[src/rtl/riscv_ctrl_pipe.sv]
// Control pipeline from decode to writeback: E/M/W stage registers, branch/jump resolution in E.
// Optional performance counters are enabled by defining CTRL_PIPE_PERF_EN.
module riscv_ctrl_pipe #(
  parameter int PERF_W = 32
) (
  input  logic       clk,
  input  logic       rst,
  input  logic       validD,
  input  logic       regWriteD,
  input  logic [1:0] resultSrcD,
  input  logic       memWriteD,
  input  logic [1:0] jumpD,
  input  logic [2:0] branchD,
  input  logic [2:0] ALUControlD,
  input  logic       ALUSrcD,
  input  logic       luiD,
  input  logic       flushE,
  input  logic       zeroE,
  input  logic       ltE,
  output logic [2:0] ALUControlE,
  output logic       ALUSrcE,
  output logic       luiE,
  output logic       loadE,
  output logic       regWriteE,
  output logic [1:0] pcSrcE,
  output logic       regWriteM,
  output logic [1:0] resultSrcM,
  output logic       memWriteM,
  output logic       regWriteW,
  output logic [1:0] resultSrcW,
  output logic       retireW
`ifdef CTRL_PIPE_PERF_EN
  ,
  output logic [PERF_W-1:0] retiredCnt,
  output logic [PERF_W-1:0] redirectCnt
`endif
);

  logic       validE_q, validE_d;
  logic       regWriteE_q, regWriteE_d;
  logic [1:0] resultSrcE_q, resultSrcE_d;
  logic       memWriteE_q, memWriteE_d;
  logic [1:0] jumpE_q, jumpE_d;
  logic [2:0] branchE_q, branchE_d;
  logic [2:0] ALUControlE_q, ALUControlE_d;
  logic       ALUSrcE_q, ALUSrcE_d;
  logic       luiE_q, luiE_d;

  logic       validM_q, validM_d;
  logic       regWriteM_q, regWriteM_d;
  logic [1:0] resultSrcM_q, resultSrcM_d;
  logic       memWriteM_q, memWriteM_d;

  logic       validW_q, validW_d;
  logic       regWriteW_q, regWriteW_d;
  logic [1:0] resultSrcW_q, resultSrcW_d;

  // A flush or an invalid D slot both load an all-zero bubble into E.
  always_comb begin
    validE_d      = 1'b0;
    regWriteE_d   = 1'b0;
    resultSrcE_d  = 2'b00;
    memWriteE_d   = 1'b0;
    jumpE_d       = 2'b00;
    branchE_d     = 3'b000;
    ALUControlE_d = 3'b000;
    ALUSrcE_d     = 1'b0;
    luiE_d        = 1'b0;
    if (validD && !flushE) begin
      validE_d      = 1'b1;
      regWriteE_d   = regWriteD;
      resultSrcE_d  = resultSrcD;
      memWriteE_d   = memWriteD;
      jumpE_d       = jumpD;
      branchE_d     = branchD;
      ALUControlE_d = ALUControlD;
      ALUSrcE_d     = ALUSrcD;
      luiE_d        = luiD;
    end
  end

  always_comb begin
    validM_d     = validE_q;
    regWriteM_d  = regWriteE_q & validE_q;
    memWriteM_d  = memWriteE_q & validE_q;
    resultSrcM_d = resultSrcE_q;
    validW_d     = validM_q;
    regWriteW_d  = regWriteM_q & validM_q;
    resultSrcW_d = resultSrcM_q;
  end

  always_ff @(posedge clk) begin
    if (!rst) begin
      validE_q      <= 1'b0;
      regWriteE_q   <= 1'b0;
      resultSrcE_q  <= 2'b00;
      memWriteE_q   <= 1'b0;
      jumpE_q       <= 2'b00;
      branchE_q     <= 3'b000;
      ALUControlE_q <= 3'b000;
      ALUSrcE_q     <= 1'b0;
      luiE_q        <= 1'b0;
      validM_q      <= 1'b0;
      regWriteM_q   <= 1'b0;
      resultSrcM_q  <= 2'b00;
      memWriteM_q   <= 1'b0;
      validW_q      <= 1'b0;
      regWriteW_q   <= 1'b0;
      resultSrcW_q  <= 2'b00;
    end else begin
      validE_q      <= validE_d;
      regWriteE_q   <= regWriteE_d;
      resultSrcE_q  <= resultSrcE_d;
      memWriteE_q   <= memWriteE_d;
      jumpE_q       <= jumpE_d;
      branchE_q     <= branchE_d;
      ALUControlE_q <= ALUControlE_d;
      ALUSrcE_q     <= ALUSrcE_d;
      luiE_q        <= luiE_d;
      validM_q      <= validM_d;
      regWriteM_q   <= regWriteM_d;
      resultSrcM_q  <= resultSrcM_d;
      memWriteM_q   <= memWriteM_d;
      validW_q      <= validW_d;
      regWriteW_q   <= regWriteW_d;
      resultSrcW_q  <= resultSrcW_d;
    end
  end

  // Jumps take priority over branches; reserved codes and bubbles never redirect.
  always_comb begin
    pcSrcE = 2'b00;
    if (validE_q) begin
      case (jumpE_q)
        2'b01:   pcSrcE = 2'b01;
        2'b10:   pcSrcE = 2'b10;
        default: begin
          case (branchE_q)
            3'b001:  pcSrcE = zeroE  ? 2'b01 : 2'b00;
            3'b010:  pcSrcE = !zeroE ? 2'b01 : 2'b00;
            3'b011:  pcSrcE = ltE    ? 2'b01 : 2'b00;
            3'b100:  pcSrcE = !ltE   ? 2'b01 : 2'b00;
            default: pcSrcE = 2'b00;
          endcase
        end
      endcase
    end
  end

  assign ALUControlE = ALUControlE_q;
  assign ALUSrcE     = ALUSrcE_q;
  assign luiE        = luiE_q;
  assign loadE       = validE_q & (resultSrcE_q == 2'b01);
  assign regWriteE   = regWriteE_q & validE_q;
  assign regWriteM   = regWriteM_q & validM_q;
  assign resultSrcM  = resultSrcM_q;
  assign memWriteM   = memWriteM_q & validM_q;
  assign regWriteW   = regWriteW_q & validW_q;
  assign resultSrcW  = resultSrcW_q;
  assign retireW     = validW_q;

`ifdef CTRL_PIPE_PERF_EN
  logic [PERF_W-1:0] retiredCnt_q, retiredCnt_d;
  logic [PERF_W-1:0] redirectCnt_q, redirectCnt_d;

  always_comb begin
    retiredCnt_d  = retiredCnt_q;
    redirectCnt_d = redirectCnt_q;
    if (retireW) retiredCnt_d = retiredCnt_q + PERF_W'(1);
    if (pcSrcE != 2'b00) redirectCnt_d = redirectCnt_q + PERF_W'(1);
  end

  always_ff @(posedge clk) begin
    if (!rst) begin
      retiredCnt_q  <= '0;
      redirectCnt_q <= '0;
    end else begin
      retiredCnt_q  <= retiredCnt_d;
      redirectCnt_q <= redirectCnt_d;
    end
  end

  assign retiredCnt  = retiredCnt_q;
  assign redirectCnt = redirectCnt_q;
`endif

endmodule
[config.mk]
export PLATFORM = sky130hd
export DESIGN_NAME = riscv_ctrl_pipe
export DESIGN_NICKNAME = d
export VERILOG_FILES = /design/src/rtl/riscv_ctrl_pipe.sv
export SDC_FILE = /design/constraint.sdc
export NUM_CORES = 1
export LEC_CHECK = 0
export BUFFER_PORTS_ARGS = -buffer_cell sky130_fd_sc_hd__buf_2
export CAP_MARGIN = 40
export CELL_PAD_IN_SITES_DETAIL_PLACEMENT = 1
export CELL_PAD_IN_SITES_GLOBAL_PLACEMENT = 2
export CORE_AREA = 2 2 57 54
export CTS_BUF_LIST = sky130_fd_sc_hd__clkbuf_4
export CTS_CLUSTER_SIZE = 14
export DETAILED_ROUTE_END_ITERATION = 8
export DIE_AREA = 0 0 59 56
export GPL_TIMING_DRIVEN = 0
export PLACE_DENSITY_LB_ADDON = 0.1
export SLEW_MARGIN = 10
export SYNTH_ARGS = -nofsm -noshare
export SYNTH_HDL_FRONTEND = slang
export SYNTH_SLANG_ARGS = --single-unit
[constraint.sdc]
create_clock -name clk -period 1.6 [get_ports clk]
set_clock_uncertainty 0.15 [all_clocks]
set_input_delay 0.08 -clock clk [delete_from_list [all_inputs] [get_ports clk]]
set_output_delay 0.08 -clock clk [all_outputs]
set_load 0.02 [all_outputs]
---- Word level (Yosys, flattened, before mapping) ----
Index checks and enable logic that the tools add are counted.
storage, ports and cells
  bits in registers ....................... 24
  latch bits .............................. 0
  RAM bits ................................ 0
  ROM bits ................................ 0
  input bits .............................. 20
  output and inout bits ................... 17
  logic and storage cells ................. 40
  memories ................................ 0
operators by class
  $add $sub $neg .......................... 0
  multiply operators ...................... 0
  div/mod/pow operators ................... 0
  order comparisons ....................... 0
  eq/ne operators ......................... 7
  shifts and indexed selects .............. 0
  muxes and demuxes ....................... 8
  bitwise gates (word level) .............. 6
  reductions and logical operators ........ 3
operators with widths
  cell                                                              count
  1-bit bitwise AND                                                 6
  3-bit by 2-bit == test with 1-bit output (second input constant)  2
  1-bit 2-to-1 mux                                                  5
  2-bit by 1-bit == test with 1-bit output (second input constant)  2
  1-bit one-hot mux with 4 select lines                             1
  2-bit one-hot mux with 2 select lines                             1
  3-bit by 1-bit == test with 1-bit output (second input constant)  1
  3-bit == test (second input constant)                             1
  2-bit == test (second input constant)                             1
  2-bit 2-to-1 mux                                                  1
  2-bit AND reduction                                               1
  1-bit logical AND                                                 1
  1-bit zero test                                                   1

---- Depth between registers and ports, before layout ----
Gate-level depths: netlist of the first run.
  depth in word-level cells ............... 4
  mapped depth ............................ 4
  depth with buffers taken out ............ 4

---- Least setup slack after synthesis of the first run ----
OpenSTA, ideal clock, no wires.
  path kind ............................... register -> output
  from .................................... register branchE_q[0]
  to ...................................... output port pcSrcE[0]
  data arrival time ....................... 1,231 ps
  required time ........................... 1,370 ps
  slack ................................... 139 ps
  cell stages (with the launch flop) ...... 3
  buffers on the path ..................... 0
  path through ............................ dfxtp_1 -> or4b_1 -> a31oi_1
on the way
  word-level cells in the longest chain between the ends .. 4
  elaborated cells on any way between the ends .. 7
  classes of those cells .................. eq/ne (4); mux (3)
ends and longest elaborated chain
  what                                     RTL line  text
  start, declared                          44        logic [2:0] branchE_q, branchE_d;
  start signal, assigned                   116       branchE_q <= branchE_d;
  3-bit == test (tied with other cells)    138       case (branchE_q)
  1-bit one-hot mux with 4 select lines *  138
  2-bit one-hot mux with 2 select lines *  134       case (jumpE_q)
  2-bit 2-to-1 mux *                       133       if (validE_q) begin
  end, declared                            25        output logic [1:0] pcSrcE,
Mark *: on every way between the ends. The rest lies on a longest branch, timed or not.

---- Worst setup path after layout of the first run ----
  from .................................... register branchE_q[1]
  to ...................................... output port pcSrcE[0]
The elaborated chain is that of the path after synthesis.

==> results.sh, run 1 <==
export IMPL_status="finished, violations left"
export IMPL_failed_checks="setup timing"
export IMPL_max_slew_margin_rel=0.8761
export IMPL_vias=616
export IMPL_core_area_um2=2658
export IMPL_end_kind="output port"
export IMPL_syn_avg_cell_area_um2=11.63
export IMPL_core_rowCount=18
export IMPL_maxCapViolCount=0
export IMPL_avgViaCountPerCell=4.107
export IMPL_ys_seq_elements=24
export IMPL_dr_pass1_iters=2
export IMPL_cts_setup_buffers=0
export IMPL_cp_required_ps=1370
export IMPL_timing_setup_tns_ps=-69.98
export IMPL_ys_types=12
export IMPL_start_util=0.2844
export IMPL_final_cell_area_um2=1181
export IMPL_worstSetupPathDepth=3
export IMPL_grt_max_degree=15
export IMPL_cp_top_family="simple AND/OR/NAND/NOR gates"
export IMPL_final_seq_area_um2=483.0
export IMPL_finalSetupViolations=1
export IMPL_dpl_worst_slack_ps=209.8
export IMPL_finalMaxSlewViolations=0
export IMPL_multi_input_area_um2=259.0
export IMPL_arrival_ps=1440
export IMPL_path_class="flip-flop to output port"
export IMPL_wl_per_cell_um=9.740
export IMPL_worstHoldPathType="primary input to flip-flop"
export IMPL_period_share=1.044
export IMPL_portBuffers=36
export IMPL_root_buffer="clkbuf_4"
export IMPL_drive_above_1_share=0.3583
export IMPL_clk_path_buf_depth=2
export IMPL_die_x_um=59
export IMPL_gr_usage_all_layers=0.1012
export IMPL_layout_nets=143
export IMPL_rsz0062_at_grt="yes"
export IMPL_cp_slowest_stage_delay_ps=490
export IMPL_syn_nets=87
export IMPL_grt_pass1_wl_mm=2.546
export IMPL_drt_iter0_drc=5
export IMPL_fin_crit_ps=1670
export IMPL_wl_mm=1.461
export IMPL_final_hold_violation_count=0
export IMPL_critPathMaxFanout=3
export IMPL_globalRoute_totalOverflow=0
export IMPL_drcViolationCount=0
export IMPL_cp_cell_sequence="or4b_1, a31oi_1, buf_4"
export IMPL_n_antenna_cell=0
export IMPL_p_leak_nw=0.5938
export IMPL_cts_buffers=3
export IMPL_reg2reg_depth=1
export IMPL_crit_buf_inv=1
export IMPL_antenna_left=0
export IMPL_antenna_found_initial=0
export IMPL_worst_slack_ps=-69.98
export IMPL_num_io_pins=37
export IMPL_fmax_mhz=598.8
export IMPL_clk_pin_slew_ps=130
export IMPL_hold_depth=3
export IMPL_die_area_um2=3304
export IMPL_cts_tree="built"
export IMPL_dpl_cell_area_um2=973.4
export IMPL_die_h_um=56
export IMPL_cts_max_level=1
export IMPL_yosys_warnings=0
export IMPL_synthesis_area_um2=755.7
export IMPL_cp_slowest_cell="or4b_1"
export IMPL_dpl_hpwl_mm=1.073
export IMPL_ys_seq_area_frac=0.6358
export IMPL_grt_pass1_vias=600
export IMPL_vdd_drop_max_mv=0.5969
export IMPL_clkLatencyLatePin_ps=310
export IMPL_startpoint_type="flip-flop"
export IMPL_nFillCells=315
export IMPL_place_gp_congestion=0.6328
export IMPL_syn_inst=65
export IMPL_tightest_slew_ps=185.6
export IMPL_p_per_area_nw_per_um2=955.4
export IMPL_cts_sinks=24
export IMPL_area_delta_synth_final_pct=56.29
==> cells in the final DEF (no fill, tap or decap) <==
cell,count
buf_2,36
and2_1,25
dfxtp_1,22
dlygate4sd3_1,15
inv_1,3
and3_1,3
clkbuf_4,3
and3b_1,2
ha_1,2
dfxtp_2,2
or4b_1,1
mux2i_1,1
a311o_1,1
o21ai_0,1
a31oi_1,1
bufinv_16,1
buf_4,1
==> cell families (layout without fill, tap and decap cells) <==
group	Yosys count	after routing	share of synthesized area
AOI/OAI and AO/OA	3	3	0.02815
adders and majority gates	2	2	0.03311
buffers and inverters	4	59	0.02152
DFF	24	24	0.6358
muxes	1	1	0.01325
and+or+nand+nor	31	31	0.2682
==> report_power, final <==
part | total, mW | switching, mW | internal (mW)
sequential | 0.617 | 0.00599 | 0.611
clock | 0.428 | 0.175 | 0.253
combinational | 0.0837 | 0.0291 | 0.0546
total | 1.13 | 0.210 | 0.918
==> through the flow <==
step	utilization	cells	power, mW	hold slack, ps
CTS	0.4430	150	1.150	73.73
floorplan	-	65	0.6523	51.71
detailed placement	0.3663	131	0.6871	135.2
global placement	0.3663	131	0.6848	129.4
global route	0.4444	150	1.188	89.83
finish	0.4444	150	1.128	89.71
==> layer usage <==
metal	part of all wire	routed length, um	track usage
met5	0	0	0
met4	0.013	19	0.05844
met3	0.054	79	0.02093
met2	0.49	720	0.1603
met1	0.44	642	0.1241
==> final timing paths <==
path                                                  from                        end  slack (ps)
worst max-delay path               branchE_q[1]$_SDFF_PN0_                  pcSrcE[0]         -70
worst min-delay path                                validD  ALUControlE[0]$_SDFF_PN0_          90
worst max register to register         validE_q$_SDFF_PN0_     regWriteM_q$_SDFF_PN0_         810
worst min register to register  resultSrcE_q[0]$_SDFF_PN0_   resultSrcM[0]$_SDFF_PN0_         320
==> state kept, by name, summed over array words and instances, names as in the netlist, 2 cells and up <==
register	cells
resultSrcM	2
branchE_q	3
jumpE_q	2
ALUControlE	3
resultSrcW	2
resultSrcE_q	2
==> synth_stat cells <==
| cell | count | area share |
|---|---|---|
| and3b_1 | 2 | 0.023 |
| a31oi_1 | 1 | 0.0083 |
| and3_1 | 3 | 0.025 |
| dfxtp_1 | 24 | 0.64 |
| ha_1 | 2 | 0.033 |
| and2_1 | 25 | 0.21 |
| inv_1 | 3 | 0.015 |
| a311o_1 | 1 | 0.013 |
| buf_2 | 1 | 0.0066 |
| o21ai_0 | 1 | 0.0066 |
| mux2i_1 | 1 | 0.013 |
| or4b_1 | 1 | 0.013 |
==> repair_timing <==
action / CTS / global route
pin swaps: 2 / 0
hold buffers: 15 / 0
resized for setup: 1 / 2
endpoints found under the hold margin: 23 / 0
endpoints found under the setup margin: 1 / 1
==> final cells by class <==
type | instances | share of cell area
plain buffers | 1 | 0.004237
clock buffers | 3 | 0.01907
clock inverters | 1 | 0.02542
inverters | 3 | 0.009534
multi-input cells | 37 | 0.2193
flip-flops and latches | 24 | 0.4089
well taps | 30 | 0.03178
repair buffers | 51 | 0.2818
(Power assumes the default switching activity.)
==> run 2, diff against run 1 <==
- GPL_ROUTABILITY_DRIVEN: default -> 0
- REMOVE_ABC_BUFFERS: default -> 1
==> run 2 against run 1 <==
The run still ends with setup timing left. First-iteration DRC count decreased by 40%. Total power fell by 15%. Combinational power is 0.7% lower. Wire length is 1.4% higher. Critical path depth unchanged. Core utilization down 1.2 points. Via count rose by 0.32%. Hold slack got worse by 5.5 ps. Cell area is 2.6% lower. Fmax shrank 0.96%. Global-route usage increased by 0.49 points. Critical endpoint unchanged. Largest cell class unchanged. Highest routed layer unchanged.
==> results.sh, run 2 (synthesis gave the netlist of run 1 again) <==
export IMPL_arrival_ps=1460
export IMPL_sw_frac_of_total=0.2168
export IMPL_core_area_um2=2658
export IMPL_status="finished, violations left"
export IMPL_finalMaxSlewViolations=0
export IMPL_clk_path_buf_depth=2
export IMPL_reg2reg_slack_ps=810
export IMPL_final_hold_violation_count=0
export IMPL_drive_above_1_share=0.3445
export IMPL_cts_tree="built"
export IMPL_worst_slack_ps=-86.20
export IMPL_fmax_mhz=593.1
export IMPL_layout_nets=142
export IMPL_end_kind="output port"
export IMPL_startpoint_type="flip-flop"
export IMPL_root_buffer="clkbuf_4"
export IMPL_r2r_end="memWriteM_q$_SDFF_PN0_"
export IMPL_antenna_found_initial=0
export IMPL_grt_pass1_wl_mm=2.711
export IMPL_whs_endpoint="validE_q$_SDFF_PN0_"
export IMPL_cts_max_level=1
export IMPL_clkLatencyLatePin_ps=310
export IMPL_whs_ps=84.17
export IMPL_drcViolationCount=0
export IMPL_nFillCells=322
export IMPL_die_h_um=56
export IMPL_p_int_mw=0.7556
export IMPL_final_common_cell="buf_2"
export IMPL_total_power_mw=0.9648
export IMPL_tightest_slew_ps=385.5
export IMPL_grt_pass1_vias=671
export IMPL_p_leak_nw=0.5761
export IMPL_max_slew_margin_rel=0.7430
export IMPL_wl_per_cell_um=9.946
export IMPL_drt_iter0_drc=3
export IMPL_n_antenna_cell=0
export IMPL_grt_max_degree=16
export IMPL_portBuffers=36
export IMPL_comb_power_share=0.086
export IMPL_cts_buffers=3
export IMPL_cts_sinks=24
export IMPL_hold_path_startpoint="flushE"
export IMPL_clk_pin_slew_ps=120
export IMPL_die_x_um=59
export IMPL_reg2reg_depth=1
export IMPL_worstHoldPathType="primary input to flip-flop"
export IMPL_pwr_share_clk=0.275
export IMPL_pwr_share_seq=0.639
export IMPL_timing_setup_tns_ps=-86.20
export IMPL_globalRoute_totalOverflow=0
export IMPL_vias=618
export IMPL_finalSetupViolations=1
export IMPL_failed_checks="setup timing"
export IMPL_fin_crit_ps=1686
export IMPL_power_switching_mw=0.2092
export IMPL_start_util=0.2844
export IMPL_period_share=1.054
export IMPL_layout_common_cells="35 x buf_2, 25 x and2_1, 22 x dfxtp_1"
export IMPL_num_io_pins=37
export IMPL_reg2reg_from="validE_q$_SDFF_PN0_"
export IMPL_p_per_area_nw_per_um2=839.1
export IMPL_dr_pass1_iters=2
export IMPL_critPathMaxFanout=3
export IMPL_path_class="flip-flop to output port"
export IMPL_antenna_left=0
export IMPL_wl_mm=1.482
export IMPL_vdd_drop_max_mv=0.3606
export IMPL_cp_required_ps=1370
export IMPL_core_rowCount=18
export IMPL_avgViaCountPerCell=4.148
export IMPL_die_area_um2=3304
export IMPL_maxCapViolCount=0
export IMPL_rsz0062_at_grt="yes"
export IMPL_gr_usage_all_layers=0.1061
export IMPL_area_delta_synth_final_pct=52.15
export IMPL_hold_depth=2
-- run 2: area by class of cell --
class	count	area [um2]	share of cell area
Sequential cell	24	483.0	0.4200
Clock inverter	1	3.754	0.003264
Inverter	3	11.26	0.009793
Timing Repair Buffer	51	332.8	0.2894
Tap cell	30	37.54	0.03264
Clock buffer	3	22.52	0.01959
Multi-Input combinational cell	37	259.0	0.2252
-- run 2: how the worst max path moves through the flow --
stage                            start         to  slack (ps)  cells after the start
2_1_floorplan  branchE_q[0]$_SDFF_PN0_  pcSrcE[0]         140                      2
3_3_place_gp   branchE_q[0]$_SDFF_PN0_  pcSrcE[0]         210                      3
3_5_place_dp   branchE_q[0]$_SDFF_PN0_  pcSrcE[0]         190                      3
4_1_cts        branchE_q[1]$_SDFF_PN0_  pcSrcE[0]        -110                      3
5_1_grt        branchE_q[1]$_SDFF_PN0_  pcSrcE[0]        -180                      3
6_report       branchE_q[1]$_SDFF_PN0_  pcSrcE[0]         -90                      3
-- run 2: power groups by stage --
stage               clock (mW)  sequential [mW]  combinational [mW]
floorplan                    0            0.635              0.0164
global placement             0            0.630              0.0546
detailed placement           0            0.630              0.0561
CTS                      0.275            0.617              0.0843
global route             0.305            0.619              0.0940
finish                   0.265            0.617              0.0831
-- run 2: repair_timing --
item / in CTS / in global routing
gates resized for setup: 3 / 0
buffers inserted: 0 / 0
endpoints found under the hold margin: 23 / 0
endpoints found under the setup margin: 1 / 1
pin swaps: 2 / 0
hold buffers: 15 / 0
-- run 2: layer usage --
layer,track usage,part of all wire
met1,0.1133,0.42
met2,0.1857,0.51
met3,0.03256,0.059
met4,0.04870,0.010
met5,0,0
-- run 2: critical path: stages (launching register included) --
cell     delay, ps
dfxtp_2        350
or4b_1         490
a31oi_1        150
buf_4          160
-- run 2: stage by stage --
| step | instances | worst slack [ps] | util | instance area [um2] |
|---|---|---|---|---|
| after CTS | 149 | -114.6 | 0.4327 | 1150 |
| after global placement | 130 | 212.0 | 0.3644 | 968.4 |
| after floorplan | 64 | 138.7 | - | 750.7 |
| after global routing | 149 | -179.1 | 0.4327 | 1150 |
| after detailed placement | 130 | 187.7 | 0.3644 | 968.4 |
| final | 149 | -86.20 | 0.4327 | 1150 |
